## src/rtl/sys_defs.sv

```systemverilog
// ============================================================================
// Module : sys_defs
// Shared machine-width constants and types for rename/retire.
// Rev    : 1.0  initial release
// ============================================================================
`default_nettype none

package sys_defs;

  localparam int N                = 3;
  localparam int PHYS_REG_SZ_R10K = 64;
  localparam int PHYS_TAG_W       = (PHYS_REG_SZ_R10K > 1) ? $clog2(PHYS_REG_SZ_R10K) : 1;

  typedef logic [PHYS_TAG_W-1:0]       PHYS_TAG;
  typedef logic [PHYS_REG_SZ_R10K-1:0] FREE_MASK;

endpackage

`default_nettype wire

```

## src/rtl/free_list_picker.sv

```systemverilog
// ============================================================================
// Module : free_list_picker
// Combinational multi-grant selector: lowest set bits go to the highest lanes.
// Rev    : 1.0  initial release
// ============================================================================
`default_nettype none

module free_list_picker
  import sys_defs::*;
#(
  parameter int N_LANES   = N,
  parameter int PHYS_REGS = PHYS_REG_SZ_R10K
) (
  input  logic [PHYS_REGS-1:0]        i_bitmap,
  output PHYS_TAG [N_LANES-1:0]       o_tags,
  output logic [N_LANES-1:0]          o_valids
);

  logic [PHYS_REGS-1:0] w_rem;
  logic                 w_found;
  PHYS_TAG              w_idx;

  // Each pass takes the lowest remaining bit and removes it for the next lane.
  always_comb begin
    w_rem    = i_bitmap;
    o_tags   = '0;
    o_valids = '0;
    w_found  = 1'b0;
    w_idx    = '0;
    for (int k = 0; k < N_LANES; k++) begin
      w_found = 1'b0;
      w_idx   = '0;
      for (int i = PHYS_REGS - 1; i >= 0; i--) begin
        if (w_rem[i]) begin
          w_found = 1'b1;
          w_idx   = PHYS_TAG'(i);
        end
      end
      if (w_found) begin
        o_tags[N_LANES-1-k]   = w_idx;
        o_valids[N_LANES-1-k] = 1'b1;
        w_rem[w_idx]          = 1'b0;
      end
    end
  end

endmodule

`default_nettype wire

```

## src/rtl/free_list.sv

```systemverilog
// ============================================================================
// Module : free_list
// R10K physical-register free list with speculative and retirement views.
// Rev    : 1.0  initial release
// ============================================================================
`default_nettype none

module free_list
  import sys_defs::*;
#(
  parameter int N_LANES    = N,
  parameter int ARCH_COUNT = 32,
  parameter int PHYS_REGS  = PHYS_REG_SZ_R10K,
  localparam int PRW       = (PHYS_REGS > 1) ? $clog2(PHYS_REGS) : 1
) (
  input  logic                   clock,
  input  logic                   reset,
  input  logic [N_LANES-1:0]     alloc_en,
  output PHYS_TAG [N_LANES-1:0]  alloc_tags,
  output logic [N_LANES-1:0]     alloc_valids,
  output logic [PRW:0]           free_count,
  input  logic [PHYS_REGS-1:0]   free_mask,
  input  logic [N_LANES-1:0]     retire_write_enables,
  input  PHYS_TAG [N_LANES-1:0]  retire_phys_regs,
  input  logic                   bp_recover_en
);

  localparam logic [PHYS_REGS-1:0] c_arch_reset =
    {{(PHYS_REGS-ARCH_COUNT){1'b0}}, {ARCH_COUNT{1'b1}}};
  localparam logic [PHYS_REGS-1:0] c_no_pr0 = {{(PHYS_REGS-1){1'b1}}, 1'b0};

  logic [PHYS_REGS-1:0] r_spec_free;
  logic [PHYS_REGS-1:0] r_arch_used;
  logic [PHYS_REGS-1:0] w_free_eff;
  logic [PHYS_REGS-1:0] w_granted;
  logic [PHYS_REGS-1:0] w_retire_set;
  logic [PHYS_REGS-1:0] w_arch_next;
  logic [PHYS_REGS-1:0] w_spec_next;
  logic [N_LANES-1:0]   w_pick_valids;

  free_list_picker #(
    .N_LANES   (N_LANES),
    .PHYS_REGS (PHYS_REGS)
  ) u_picker (
    .i_bitmap (r_spec_free),
    .o_tags   (alloc_tags),
    .o_valids (w_pick_valids)
  );

  assign alloc_valids = w_pick_valids & ~{N_LANES{bp_recover_en}};
  assign w_free_eff   = free_mask & c_no_pr0;

  always_comb begin
    w_granted    = '0;
    w_retire_set = '0;
    for (int w = 0; w < N_LANES; w++) begin
      if (alloc_en[w] && alloc_valids[w])
        w_granted[alloc_tags[w]] = 1'b1;
      if (retire_write_enables[w] && (retire_phys_regs[w] != '0))
        w_retire_set[retire_phys_regs[w]] = 1'b1;
    end
  end

  // Recovery rebuilds from the already-updated retirement view.
  assign w_arch_next = (r_arch_used & ~w_free_eff) | w_retire_set;
  assign w_spec_next = bp_recover_en ? (~w_arch_next & c_no_pr0)
                                     : (((r_spec_free & ~w_granted) | w_free_eff) & c_no_pr0);

  always_ff @(posedge clock) begin
    if (!reset) begin
      r_arch_used <= c_arch_reset;
      r_spec_free <= ~c_arch_reset & c_no_pr0;
    end else begin
      r_arch_used <= w_arch_next;
      r_spec_free <= w_spec_next;
    end
  end

  always_comb begin
    free_count = '0;
    for (int i = 0; i < PHYS_REGS; i++)
      free_count = free_count + (PRW+1)'(r_spec_free[i]);
  end

  always_ff @(posedge clock) begin
    if (reset) begin
      assert ((r_spec_free & r_arch_used) == '0);
      assert ((w_free_eff & r_spec_free) == '0);
      if (!bp_recover_en)
        assert ((alloc_en & ~w_pick_valids) == '0);
    end
  end

endmodule

`default_nettype wire

```

## config.mk

```make
export PLATFORM = sky130hd
export DESIGN_NAME = free_list
export DESIGN_NICKNAME = d
export VERILOG_FILES = /design/src/rtl/sys_defs.sv /design/src/rtl/free_list_picker.sv /design/src/rtl/free_list.sv
export SDC_FILE = /design/constraint.sdc
export NUM_CORES = 1
export LEC_CHECK = 0
export ABC_AREA = 1
export CAP_MARGIN = 20
export CORE_ASPECT_RATIO = 1.1
export CORE_MARGIN = 8
export CORE_UTILIZATION = 45
export DETAILED_ROUTE_END_ITERATION = 12
export HOLD_SLACK_MARGIN = 0.05
export PLACE_DENSITY = 0.68
export SLEW_MARGIN = 20
export SYNTH_ARGS = -nofsm -noshare
export SYNTH_HDL_FRONTEND = slang
export SYNTH_SLANG_ARGS = --single-unit
export TNS_END_PERCENT = 10
```

## constraint.sdc

```tcl
create_clock -name clock -period 10.8 [get_ports clock]
set_input_delay 1.62 -clock clock [delete_from_list [all_inputs] [get_ports clock]]
set_output_delay 1.62 -clock clock [all_outputs]
set_load 0.05 [all_outputs]
```

; ---- After elaboration in Yosys (flattened, before gate mapping)
; Cells that the tools add are included.
[totals]
reg_bits = 128
input_bits = 91
output_inout_bits = 28
word_cells = 530
[op_classes]
addsub = 63
order_cmp = 16
muxes = 415
bitwise_logic = 17
reduce_logical = 17
[ops]
columns = op, count
row1 = 6-bit two-way mux, 195
row2 = 64-bit two-way mux, 9
row3 = 7-bit by 1-bit adder with 7-bit output, 57
row4 = 64-bit bitwise OR, 6
row5 = 64-bit inverter, 5
row6 = 64-bit bitwise AND, 4
row7 = 1-bit two-way mux, 203
row8 = "6-bit by 7-bit less-than comparator with 1-bit output, second input constant", 8
row9 = 1-bit demux with 6-bit select, 8
row10 = "6-bit by 1-bit greater-or-equal comparator with 1-bit output, second input constant", 8
row11 = 6-bit nonzero test, 3
row12 = 1-bit logical AND, 14
row13 = 6-bit by 1-bit adder with 7-bit output, 1
row14 = 5-bit by 1-bit adder with 6-bit output, 1
row15 = 4-bit by 1-bit adder with 5-bit output, 1
row16 = 3-bit by 1-bit adder with 4-bit output, 1
row17 = 2-bit by 1-bit adder with 3-bit output, 1
row18 = 3-bit bitwise AND, 1
row19 = 3-bit inverter, 1
row20 = 1-bit by 1-bit adder with 2-bit output, 1

; ---- Depth between registers and ports, before layout
[logic_depth]
ltp_word = 220
ltp_mapped = 193
depth_no_buf = 192

; ---- By module
; Synthesis repeated with hierarchy kept, for this count alone.
[unflattened]
cells_unflattened = 2479
hier_area_um2 = 13835.8
[by_module_without_submodules]
columns = mod, n_inst, cells_per_inst, area_each_um2, seq_area_each_um2
row1 = free_list, 1, 1703, 10388.7, 2522.4
row2 = free_list_picker, 1, 776, 3447.1, 0.0

; ---- Least setup slack after synthesis
; OpenSTA, ideal clock, no wires.
[synth_path]
path_kind = flip-flop to output port
from = reg r_spec_free[62]
to = out alloc_tags[0] (netlist name)
arrival_ns = 9.860
t_required_ns = 9.180
setup_slack_ns = -0.680
path_stages_with_launch = 189
path_buffers = 1
cell_sequence = dfxtp_1 > inv_1 > nand2_1 > nand2_1 > nand2_1 > nand2_1 > nand2_1 > nand2_1 > nand2_1 > nand2_1 > nand2_1 > nand2_1 > nand2_1 > nand2_1 > nand2_1 > nand2_1 > nand2_1 > nand2_1 > [153 not listed] > nand2_1 > nand2_1 > nand2_1 > nand2_1 > nand2_1 > nand2_1 > nand2_1 > nand2_1 > nand2_1 > nand2_1 > nand2_1 > nand2_1 > nand2_1 > nand2_1 > nand2_1 > nand2_2 > nand2_2 > buf_6
[synth_lines]
columns = item, line
row1 = from (decl), free_list.sv:32  ; logic [PHYS_REGS-1:0] r_spec_free;
row2 = from (signal assigned), free_list.sv:72  ; r_spec_free <= ~c_arch_reset & c_no_pr0;
row3 = from (signal assigned), free_list.sv:75  ; r_spec_free <= w_spec_next;
row4 = to (decl), free_list.sv:19  ; output PHYS_TAG [N_LANES-1:0] alloc_tags,

==> flow_metrics.env <==
export IMPL_dp_cells=2952
export IMPL_post_route_cells_drive_above_1_share_pct=18.8
export IMPL_power_w=0.00538
export IMPL_vias=16900
export IMPL_die_height_um=194
export IMPL_postSynthNetCount=2358
export IMPL_cts_hold_buf=0
export IMPL_required_ns=9.18
export IMPL_synth_area_leader_cell="dfxtp_1"
export IMPL_dp_slack_ns=-1.47
export IMPL_ys_warn_count=0
export IMPL_antenna_found_initial=1
export IMPL_dp_hpwl_um=50300
export IMPL_max_cap_violations=0
export IMPL_pin_count=119
export IMPL_hold_viol=0
export IMPL_pwr_share_seq_pct=9.6
export IMPL_arrival_ns=11.15
export IMPL_crit_type="reg -> out"
export IMPL_r2r_start="r_spec_free[62]"
export IMPL_die_area_um2=34300
export IMPL_via_per_inst=5.62
export IMPL_final_cell_area_um2=18100
export IMPL_rows=65
export IMPL_synth_async_sr_flop_share_pct=0
export IMPL_comb_power_share_pct=79.4
export IMPL_final_nets=2786
export IMPL_clk_pin_slew_ns=0.06
export IMPL_synth_area_per_cell_um2=5.87
export IMPL_max_clock_freq_ghz=0.0783
export IMPL_outcome="complete, but fails checks"
export IMPL_vdd_drop_max_uv=1730
export IMPL_cts_root_buf="clkbuf_16"
export IMPL_cts_buffer_depth=2
export IMPL_swShare_pct=54.7
export IMPL_finClkSkew_ns=0.00649
export IMPL_min_delay_worst_endpoint="r_arch_used[2]"
export IMPL_p_switching_w=0.00294
export IMPL_synth_edf_count=0
export IMPL_hold_depth=2
export IMPL_multi_input_area_um2=8900
export IMPL_firstDrtPassIters=5
export IMPL_start_util_pct=45.3
export IMPL_final_min_clock_period_ns=12.77
export IMPL_gp_congestion=1.08
export IMPL_grt_max_degree=47
export IMPL_routed_wl_um=62900
export IMPL_cts_tree="done"
export IMPL_layout_cells_non_filler=3009
export IMPL_min_delay_start="r_arch_used[2]"
export IMPL_crit_top_cell="nand2_1"
export IMPL_final_antenna_net_count=0
export IMPL_critPathMaxFanout=7
export IMPL_track_usage_pct=35.7
export IMPL_worst_setup_path_end_kind="output port"
export IMPL_startpoint_type="flip-flop"
export IMPL_period_share_pct=118
export IMPL_maxSlewViolCount=0
export IMPL_netlist_top_cells_area="dfxtp_1 20%, nand2_1 20%, inv_1 12%"
export IMPL_p_int_w=0.00244
export IMPL_drc=0
export IMPL_fin_ws_ns=-1.97
export IMPL_ys_top_cells_by_count="671 x nand2_1, 410 x inv_1, 240 x nor2_1, 126 x dfxtp_1"
export IMPL_core_area_um2=28500
export IMPL_htreeDepth=4
export IMPL_synth_most_common_cell="nand2_1"
export IMPL_ys_ff_latch=126
export IMPL_grt_overflow_total=0
export IMPL_cts_buffers_inserted=17
export IMPL_seqCellArea_um2=2530
export IMPL_ys_seq_area_share_pct=19.6
export IMPL_synth_distinct_cells=44
export IMPL_cpPeakStageDelay_ns=0.32
export IMPL_clk_latency_ns=0.42
export IMPL_placed_area_um2=16800
export IMPL_synth_cells=2199
export IMPL_setup_viol=67
export IMPL_slowest_stage="dfxtp_2"
export IMPL_area_delta_synth_final_pct=40.1
export IMPL_grt_pass1_wl_um=94700
export IMPL_powerDensity_nw_per_um2=298
export IMPL_synth_ff_type="dfxtp_1"
export IMPL_yosys_area_top_type_share_pct=19.6
export IMPL_rsz0062_at_grt="yes"
export IMPL_grt_pass1_vias=16900
export IMPL_tightest_slew_ns=1.02
export IMPL_avgRoutedWirePerCell_um=20.9
export IMPL_violations="setup timing"
export IMPL_clkPwrFrac_pct=10.9
export IMPL_die_width_um=177
export IMPL_fillers=2731
export IMPL_rrSetupSlack_ns=-0.67
export IMPL_hold_path_class="reg -> reg"
export IMPL_io_buffers=117
export IMPL_timing_slew_headroom_pct=31.7
export IMPL_ff2ff_path_depth=189
export IMPL_clkSinkCount=126
export IMPL_first_iter_violations=1930
export IMPL_power_leakage_nw=8.95
export IMPL_reg2reg_to="r_spec_free[41]"
export IMPL_syn_area_um2=12900
==> critical path, delay by kind of cell, from the launching register on <==
kind | cells | cell delay (ns)
AOI/OAI and AO/OA | 2 | 0.36
buffers and inverters | 4 | 0.40
DFF | 1 | 0.32
and+or+nand+nor | 178 | 9.62
==> cells by family after synthesis <==
kind of cell | synth area share [%]
simple gates | 35.6
flops | 19.6
xor+xnor | 0.272
compound gates | 20.3
fa+ha+maj | 9.68
buf+inv | 14.6
==> layout make-up <==
class / count / share of cell area [%]
antenna: 1 / 0.0138
clock buffer: 18 / 2.43
clock inverter: 14 / 0.879
inverter: 441 / 9.26
multi-input combinational: 1581 / 49.2
sequential: 126 / 14.0
tap: 368 / 2.55
timing repair buffer: 460 / 21.6
==> through the flow <==
stage | setup TNS, ns | util (%) | hold WS (ns)
final | -34.38 | 63.5 | 0.503
after global routing | -164.40 | 63.5 | 0.562
after CTS | -32.90 | 62.2 | 0.504
after detailed placement | -28.96 | 59.1 | 0.490
after global placement | -27.92 | 59.1 | 0.483
after floorplan | -0.501 | - | 0.452
==> layout by cell type, fill, tap and decap left out, drive strengths merged, types with 11 or more instances in the layout <==
cell,Yosys,routed
clkbuf,43,20
a31oi,19,19
nand4,39,39
o21bai,47,47
buf,8,349
a22oi,17,17
o211ai,11,11
nor3,79,79
a21boi,16,16
clkdlybuf4s50,0,109
fa,53,53
o21ai,105,105
dfxtp,126,126
nand3,79,79
a21oi,37,37
ha,15,15
nand2,681,681
inv,434,439
o221ai,77,77
nor2,241,241
o2111ai,16,16
==> metal layers <==
metal / track usage (%) / up-vias / share of wire, %
met5: 0 / - / 0
met4: 22.9 / 0 / 7.7
met3: 5.01 / 294 / 7.7
met2: 58.9 / 955 / 46
met1: 42.6 / 7703 / 39
li1: - / 7959 / -
==> worst max-delay path by stage <==
stage,start,endpoint,slack (ns),depth (start not counted)
finish,r_spec_free[62],alloc_tags[0],-1.97,184
floorplan,r_spec_free[62],alloc_tags[0],-0.50,186
global route,r_spec_free[62],alloc_tags[0],-3.91,188
detailed placement,r_spec_free[63],alloc_tags[0],-1.47,185
CTS,r_spec_free[62],alloc_tags[0],-1.92,188
global placement,r_spec_free[62],alloc_tags[0],-1.46,188
==> repair_timing <==
| action | 4_1_cts | 5_1_grt |
|---|---|---|
| pin swaps | 26 | 30 |
| setup endpoints to repair | 67 | 69 |
| resized for setup | 46 | 62 |
| buffers inserted | 16 | 8 |
| cloned | 0 | 2 |
==> power groups by stage <==
stage / Combinational, W / Sequential [W] / Clock [W]
final: 0.00427 / 0.000518 / 0.000589
after global routing: 0.00458 / 0.000520 / 0.000610
after CTS: 0.00423 / 0.000516 / 0.000592
after detailed placement: 0.00420 / 0.000526 / 0
after global placement: 0.00411 / 0.000526 / 0
after floorplan: 0.00263 / 0.000525 / 0
==> sequential cells by signal (all words and copies together) (netlist names) <==
register / cells
r_arch_used: 63
r_spec_free: 63
Note: power is estimated with default switching activity, not from simulation.
